===== src/rtl/instr_pkg.sv =====
// Shared instruction-format definitions: length-code field location and word counts.
// Used by instruction_serializer and instruction_register.
package instr_pkg;
   localparam int OP_LEN_CODE_MSB = 7;
   localparam int OP_LEN_CODE_LSB = 6;

   localparam logic [1:0] LEN_1            = 2'd1;
   localparam logic [1:0] LEN_2            = 2'd2;
   localparam logic [1:0] LEN_3            = 2'd3;
   localparam logic [1:0] LEN_CODE_ILLEGAL = 2'b11;

   // Illegal code still maps to a full 3-word instruction so the stream stays aligned.
   function automatic logic [1:0] op_len(input logic [1:0] code);
      case (code)
         2'b00:   return LEN_1;
         2'b01:   return LEN_2;
         default: return LEN_3;
      endcase
   endfunction
endpackage


===== src/rtl/instr_len_decode.sv =====
// Combinational decode of an instruction length code into word count and illegal flag.
module instr_len_decode
   import instr_pkg::*;
(
   input  logic [1:0] i_code,
   output logic [1:0] o_len,
   output logic       o_illegal
);
   assign o_len     = op_len(i_code);
   assign o_illegal = (i_code == LEN_CODE_ILLEGAL);
endmodule


===== src/rtl/instruction_serializer.sv =====
// Serializes a 1..3 word instruction onto a valid/ready word bus, MSB word first.
// Optional out_last output enabled by defining INSTR_SER_LAST_EN.
//
//   state   | meaning
//   --------+----------------------------------------------
//   IDLE    | no instruction held, in_ready high
//   SEND    | presenting buffer word[idx] with out_valid
module instruction_serializer
   import instr_pkg::*;
#(
   parameter int WORD_W = 8
) (
   input  logic                clk,
   input  logic                rst_n,
   input  logic                in_valid,
   output logic                in_ready,
   input  logic [3*WORD_W-1:0] opcode,
   output logic                out_valid,
   input  logic                out_ready,
   output logic [WORD_W-1:0]   out_word,
   output logic                len_err
`ifdef INSTR_SER_LAST_EN
   ,
   output logic                out_last
`endif
);
   localparam logic [0:0] ST_IDLE = 1'b0;
   localparam logic [0:0] ST_SEND = 1'b1;

   logic [0:0]          r_state;
   logic [3*WORD_W-1:0] r_buf;
   logic [1:0]          r_idx;
   logic [1:0]          r_len;
   logic                r_len_err;

   logic [1:0]          w_dec_len;
   logic                w_dec_illegal;
   logic                w_send;
   logic                w_last;
   logic                w_beat;
   logic                w_accept;
   logic [WORD_W-1:0]   w_word;

   instr_len_decode u_len_decode (
      .i_code    (opcode[2*WORD_W+OP_LEN_CODE_MSB : 2*WORD_W+OP_LEN_CODE_LSB]),
      .o_len     (w_dec_len),
      .o_illegal (w_dec_illegal)
   );

   assign w_send   = (r_state == ST_SEND);
   assign w_last   = (r_idx == (r_len - 2'd1));
   assign w_beat   = w_send & out_ready;
   // Last beat frees the buffer in the same cycle, giving zero-bubble streaming.
   assign in_ready = ~w_send | (w_beat & w_last);
   assign w_accept = in_valid & in_ready;

   always_comb begin
      w_word = '0;
      case (r_idx)
         2'd0:    w_word = r_buf[3*WORD_W-1:2*WORD_W];
         2'd1:    w_word = r_buf[2*WORD_W-1:WORD_W];
         2'd2:    w_word = r_buf[WORD_W-1:0];
         default: w_word = '0;
      endcase
   end

   assign out_valid = w_send;
   assign out_word  = w_send ? w_word : '0;
   assign len_err   = r_len_err;

`ifdef INSTR_SER_LAST_EN
   assign out_last  = w_send & w_last;
`endif

   always_ff @(posedge clk or negedge rst_n) begin
      if (!rst_n) begin
         r_state   <= ST_IDLE;
         r_buf     <= '0;
         r_idx     <= 2'd0;
         r_len     <= 2'd0;
         r_len_err <= 1'b0;
      end else begin
         r_len_err <= w_accept & w_dec_illegal;
         if (w_accept) begin
            r_state <= ST_SEND;
            r_buf   <= opcode;
            r_idx   <= 2'd0;
            r_len   <= w_dec_len;
         end else if (w_beat) begin
            if (w_last) begin
               r_state <= ST_IDLE;
            end else begin
               r_idx <= r_idx + 2'd1;
            end
         end
      end
   end
endmodule


===== config.mk =====
export PLATFORM = sky130hd
export DESIGN_NAME = instruction_serializer
export DESIGN_NICKNAME = d
export VERILOG_FILES = /design/src/rtl/instr_pkg.sv /design/src/rtl/instr_len_decode.sv /design/src/rtl/instruction_serializer.sv
export SDC_FILE = /design/constraint.sdc
export NUM_CORES = 1
export LEC_CHECK = 0
export CAP_MARGIN = 20
export CORE_MARGIN = 5
export CORE_UTILIZATION = 43
export CTS_BUF_LIST = sky130_fd_sc_hd__clkbuf_16
export DETAILED_ROUTE_END_ITERATION = 16
export GPL_TIMING_DRIVEN = 0
export PLACE_DENSITY = 0.86
export SETUP_SLACK_MARGIN = 0.4
export SLEW_MARGIN = 20
export SYNTH_ARGS = -nofsm -noshare
export SYNTH_HDL_FRONTEND = slang
export SYNTH_SLANG_ARGS = --single-unit

===== constraint.sdc =====
create_clock -name clk -period 1.72 [get_ports clk]
set_input_delay 0.344 -clock clk [delete_from_list [all_inputs] [get_ports clk]]
set_output_delay 0.344 -clock clk [all_outputs]
set_load 0.02 [all_outputs]

# [Word-level counts from Yosys, hierarchy flattened]
# Index checks and enable logic that the tools add are counted.
# W data, S select, Z words.
[totals] word_cells=34 latchBits=0 memories=0 mem_bits_rw=0 ff_bits=30 mem_bits_ro=0
[classes] n_shift=0 n_lt_le_gt_ge=0 div_mod_pow=0 addsub=2 n_bitwise=6 n_eq_ne=6 muxes=9 mul=0 n_reduce_logical=6
[ops] cell="$pmux W8 S3" count=1
[ops] cell="$mux W8" count=1
[ops] cell="$mux W2" count=3
[ops] cell="$and A1 B1 Y1" count=4
[ops] cell="$eq A2 B1 Y1 const B" count=2
[ops] cell="$eq A2 B2 Y1 const B" count=2
[ops] cell="$logic_not A2 Y1" count=2
[ops] cell="$pmux W2 S2" count=1
[ops] cell="$reduce_and A2 Y1" count=2
[ops] cell="$reduce_bool A2 Y1" count=2
[ops] cell="$mux W1" count=3
[ops] cell="$add A2 B1 Y2 const B" count=1
[ops] cell="$eq A2 B2 Y1" count=1
[ops] cell="$ne A2 B1 Y1 const B" count=1
[ops] cell="$sub A2 B1 Y2 const B" count=1
[ops] cell="$not A1 Y1" count=1
[ops] cell="$or A1 B1 Y1" count=1

# [Logic depth before layout (Yosys ltp)]
[logic_depth] ltp_word=7 mapped_depth=5 depth_no_buf=4

# [By module]
# A second synthesis with hierarchy kept.
[hier_totals] cells_unflattened=109 area_unflattened_um2=1418.9
[modules_own_cells] mod="instruction_serializer" cells_per_inst=106 n_inst=1 area_per_inst_um2=1398.8 seq_area_each_um2=750.7
[modules_own_cells] mod="instr_len_decode" cells_per_inst=3 n_inst=1 area_per_inst_um2=20.0 seq_area_each_um2=0.0

# [Least setup slack after synthesis]
# Ideal clock, no wire load.
[synth_path] path_type="reg-to-reg" start="register r_idx[1]" end="register r_buf[0]" synth_period_minus_slack_ns=1.865 arrival_ns=1.739 slack_ns=-0.145 stages_incl_launch_ff=6 path_buffers=1 setup_ns=0.125 path_cell_list="dfrtp_1 -> xor2_2 -> mux2i_2 -> a2bb2oi_4 -> buf_12 -> mux2_4"
[synth_between] elab_chain_cells=4
[synth_rtl] element="start: declaration" line_no="instruction_serializer.sv:32" text="logic [1:0] r_idx;"
[synth_rtl] element="start signal: assignment" line_no="instruction_serializer.sv:93" text="r_idx <= r_idx + 2'd1;"
[synth_rtl] element="$eq A2 B2 Y1" line_no="instruction_serializer.sv:51" text="assign w_last = (r_idx == (r_len - 2'd1));"
[synth_rtl] element="$and A1 B1 Y1" line_no="instruction_serializer.sv:54" text="assign in_ready = ~w_send | (w_beat & w_last);"
[synth_rtl] element="$or A1 B1 Y1" line_no="instruction_serializer.sv:54"
[synth_rtl] element="$and A1 B1 Y1" line_no="instruction_serializer.sv:55" text="assign w_accept = in_valid & in_ready;"
[synth_rtl] element="end signal: assignment" line_no="instruction_serializer.sv:86" text="r_buf <= opcode;"
[synth_rtl] element="end: declaration" line_no="instruction_serializer.sv:31" text="logic [3*WORD_W-1:0] r_buf;"
# Every way passes these cells.
# A chain may end at the register's enable or synchronous reset.

# [Worst setup path in the final report]
[layout_path] start="register r_idx[0]" end="output port out_word[3]"
[layout_between] elab_chain_cells=3
[layout_rtl] element="$eq A2 B2 Y1 (tied with other cells)" line_no="instruction_serializer.sv:59" text="case (r_idx)"
[layout_rtl] element="$pmux W8 S3 (*)" line_no="instruction_serializer.sv:59"
[layout_rtl] element="$mux W8 (*)" line_no="instruction_serializer.sv:68" text="assign out_word = w_send ? w_word : '0;"
[layout_rtl] element="end: declaration" line_no="instruction_serializer.sv:20" text="output logic [WORD_W-1:0] out_word,"
# Mark *: on every way between the ends. The rest lies on a longest branch, timed or not.

==> flow_metrics.env <==
export IMPL_cts_tree="done"
export IMPL_first_global_vias=1260
export IMPL_finalSetupViolCount=36
export IMPL_maxCapViolations=0
export IMPL_hpwlAfterDp_um=2466
export IMPL_place_gp_congestion=0.7123
export IMPL_cp_data_required_time_ps=1380
export IMPL_ys_ff_latch=30
export IMPL_crit_type="register to primary output"
export IMPL_core_mm2=0.003363
export IMPL_die_h_um=69.24
export IMPL_syn_nets=141
export IMPL_crit_path_top_delay_cell="dfrtp_2"
export IMPL_nets=204
export IMPL_insertion_delay_ps=270
export IMPL_p_leak_nw=1.152
export IMPL_clk_pin_slew_worst_paths_ps=50
export IMPL_arrival_ps=1740
export IMPL_rr_startpoint="r_idx[1]"
export IMPL_die_w_um=69.24
export IMPL_rows=21
export IMPL_slowest_delay_ps=440
export IMPL_yosysUniqueCellTypes=24
export IMPL_outcome="finished with violations"
export IMPL_numClockSinks=30
export IMPL_clk_path_buf_depth=2
export IMPL_min_path_type="primary input to async pin"
export IMPL_startpoint_type="register"
export IMPL_fill_cells=241
export IMPL_reg2reg_to="r_buf[7]"
export IMPL_synth_area_mm2=0.001509
export IMPL_io_pins=39
export IMPL_area_growth_pct=61.69
export IMPL_violations="negative setup slack"
export IMPL_final_antenna_net_count=0
export IMPL_cts_made_buffers=5
export IMPL_layout_setup_ws_ps=-364.8
export IMPL_cts_root_buf="clkbuf_16"
export IMPL_htreeDepth=2
export IMPL_grt_setup_unrepaired="true"
export IMPL_grt_use_total_pct=17.05
export IMPL_die_area_mm2=0.004794
export IMPL_fin_skew_ps=4.921
export IMPL_avgRoutedWirePerCell_um=18.68
export IMPL_syn_area_per_cell_um2=13.84
export IMPL_endpoint_kind="primary output"
export IMPL_path_cells="inv_4 -> ha_2 -> buf_8 -> a222oi_1 -> nor2_2 -> buf_2"
export IMPL_fmax_mhz=479.7
export IMPL_dp_cells=193
export IMPL_grt_pass1_wl_um=6458
export IMPL_drv_slew=0
export IMPL_period_needed_ps=2085
export IMPL_p_per_area_mw_per_mm2=2145
export IMPL_hold_viol_final=0
export IMPL_diodes=0
export IMPL_hold_buffers=0
export IMPL_fin_cells=219
export IMPL_relSlewSlack_pct=55.64
export IMPL_synthCells=109
export IMPL_yosys_warnings=0
export IMPL_place_ws_ps=-620.8
export IMPL_ys_seq_area_share_pct=49.75
export IMPL_setup_tns_final_ps=-8134
export IMPL_drive_gt1_share_pct=52.60
export IMPL_crit_fanout=8
export IMPL_grt_overflow_total=0
export IMPL_drt_vias_per_instance=5.347
export IMPL_io_buffer_count=38
export IMPL_ir_drop_mv=1.487
export IMPL_rrSetupSlack_ps=-260
export IMPL_drc=0
export IMPL_dr_first_iter_drc_count=85
export IMPL_start_util_pct=44.87
export IMPL_worst_pin_slew_ps=665.5
export IMPL_antenna_found_initial=0
export IMPL_vias=1171
export IMPL_grt_max_degree=31
export IMPL_drtPass1Iterations=5
export IMPL_period_share_pct=121.2
export IMPL_r2r_cells=7
export IMPL_routed_wl_um=4092
## repair_timing
action / 4_1_cts / 5_1_grt
gates resized for setup: 85 / 24
pin swaps: 10 / 9
endpoints found under the setup margin: 40 / 40
setup buffers: 15 / 2
gates cloned: 1 / 0
## metrics by stage
stage | instance area, um2 | hold WS, ps | util [%] | power [W]
after floorplan | 1531 | 48.41 | - | 0.002839
after global placement | 1969 | 489.1 | 58.56 | 0.003478
after detailed placement | 1964 | 410.9 | 58.41 | 0.003567
after CTS | 2347 | 118.3 | 69.79 | 0.004945
after global routing | 2440 | 162.2 | 72.54 | 0.005470
final | 2440 | 102.5 | 72.54 | 0.005233
## per-layer routing
metal | up-vias | GRT usage (%) | part of all wire (%)
met5 | - | 0 | 0
met4 | 0 | 7.809 | 2.6
met3 | 10 | 5.652 | 6.4
met2 | 35 | 28.18 | 51
met1 | 605 | 19.96 | 40
li1 | 521 | - | -
## registers in the layout, summed over array words and instances, names as in the netlist
signal     cells
r_buf         24
r_idx          2
r_len          2
len_err        1
out_valid      1
## worst max-delay path by stage
stage                        start           to  cells past startpoint
final                     r_idx[0]  out_word[3]                      6
after floorplan           r_idx[1]     r_buf[0]                      5
after global routing      r_idx[1]  out_word[6]                      6
after global placement    r_idx[1]  out_word[0]                      6
after detailed placement  r_idx[1]  out_word[0]                      6
after CTS                 r_idx[1]  out_word[0]                      6
## synthesized netlist by cell type
cell type / n / area share [%]
nand4_1: 1 / 0.41
dfrtp_1: 30 / 50
nor2_1: 10 / 2.5
a21oi_1: 3 / 0.99
and2b_1: 1 / 0.50
nand2_1: 3 / 0.75
mux2_2: 7 / 5.2
clkbuf_1: 2 / 0.50
a32o_1: 1 / 0.66
buf_12: 2 / 2.7
nor2b_1: 1 / 0.41
inv_1: 6 / 1.5
a211o_2: 1 / 0.66
mux2i_1: 1 / 0.66
ha_1: 4 / 3.3
o21ai_0: 2 / 0.66
mux2i_2: 1 / 0.91
o311ai_0: 1 / 0.58
xor2_2: 1 / 1.1
a222oi_1: 8 / 5.3
nand2b_1: 2 / 0.83
mux2_4: 18 / 18
buf_1: 2 / 0.50
a2bb2oi_4: 1 / 1.7
## final cells by class
type	count	area (um2)	share of cell area [%]
Clock inverter	3	16.27	0.6667
Sequential cell	30	754.5	30.92
Multi-Input combinational cell	67	789.5	32.36
Inverter	6	27.53	1.128
Clock buffer	5	125.1	5.128
Tap cell	46	57.56	2.359
Buffer	6	88.84	3.641
Timing Repair Buffer	56	580.6	23.79
## critical path: cells and delay by family (launching register included)
family | cells | cell delay, ps
AND/OR/NAND/NOR | 1 | 60
buffers and inverters | 3 | 360
flip-flops | 1 | 440
adder cells (fa/ha/maj) | 1 | 190
AO/OA/AOI/OAI | 1 | 410
## cells in the final DEF (no fill, tap or decap), types with 4 or more instances in the layout
master | synthesis | final
nor2_2 | 0 | 9
buf_4 | 0 | 7
mux2_4 | 18 | 25
buf_8 | 0 | 4
clkbuf_16 | 0 | 5
buf_6 | 0 | 16
inv_1 | 6 | 4
dfrtp_1 | 30 | 27
a222oi_1 | 8 | 8
clkdlybuf4s50_1 | 0 | 26
buf_2 | 0 | 4
## cells by family (layout without fill, tap and decap cells)
logic type                 after synthesis  in the layout  synth area share (%)
xor gates and xnor gates                 1              1                 1.078
AOI/OAI and AO/OA                       17             17                 10.61
DFF                                     30             30                 49.75
and+or+nand+nor                         18             18                 5.391
adders and majority gates                4              4                 3.317
muxes                                   27             27                 24.71
buffers and inverters                   12             76                 5.141
## power breakdown
| group | internal [W] | total (W) | switching (W) | leakage, nW |
|---|---|---|---|---|
| logic | 0.00179 | 0.00305 | 0.00126 | 0.735 |
| clock network | 0.000526 | 0.000826 | 0.000300 | 0.0672 |
| registers | 0.00107 | 0.00135 | 0.000288 | 0.350 |
| total | 0.00338 | 0.00523 | 0.00185 | 1.15 |
Power figures use the tool's default switching activity.
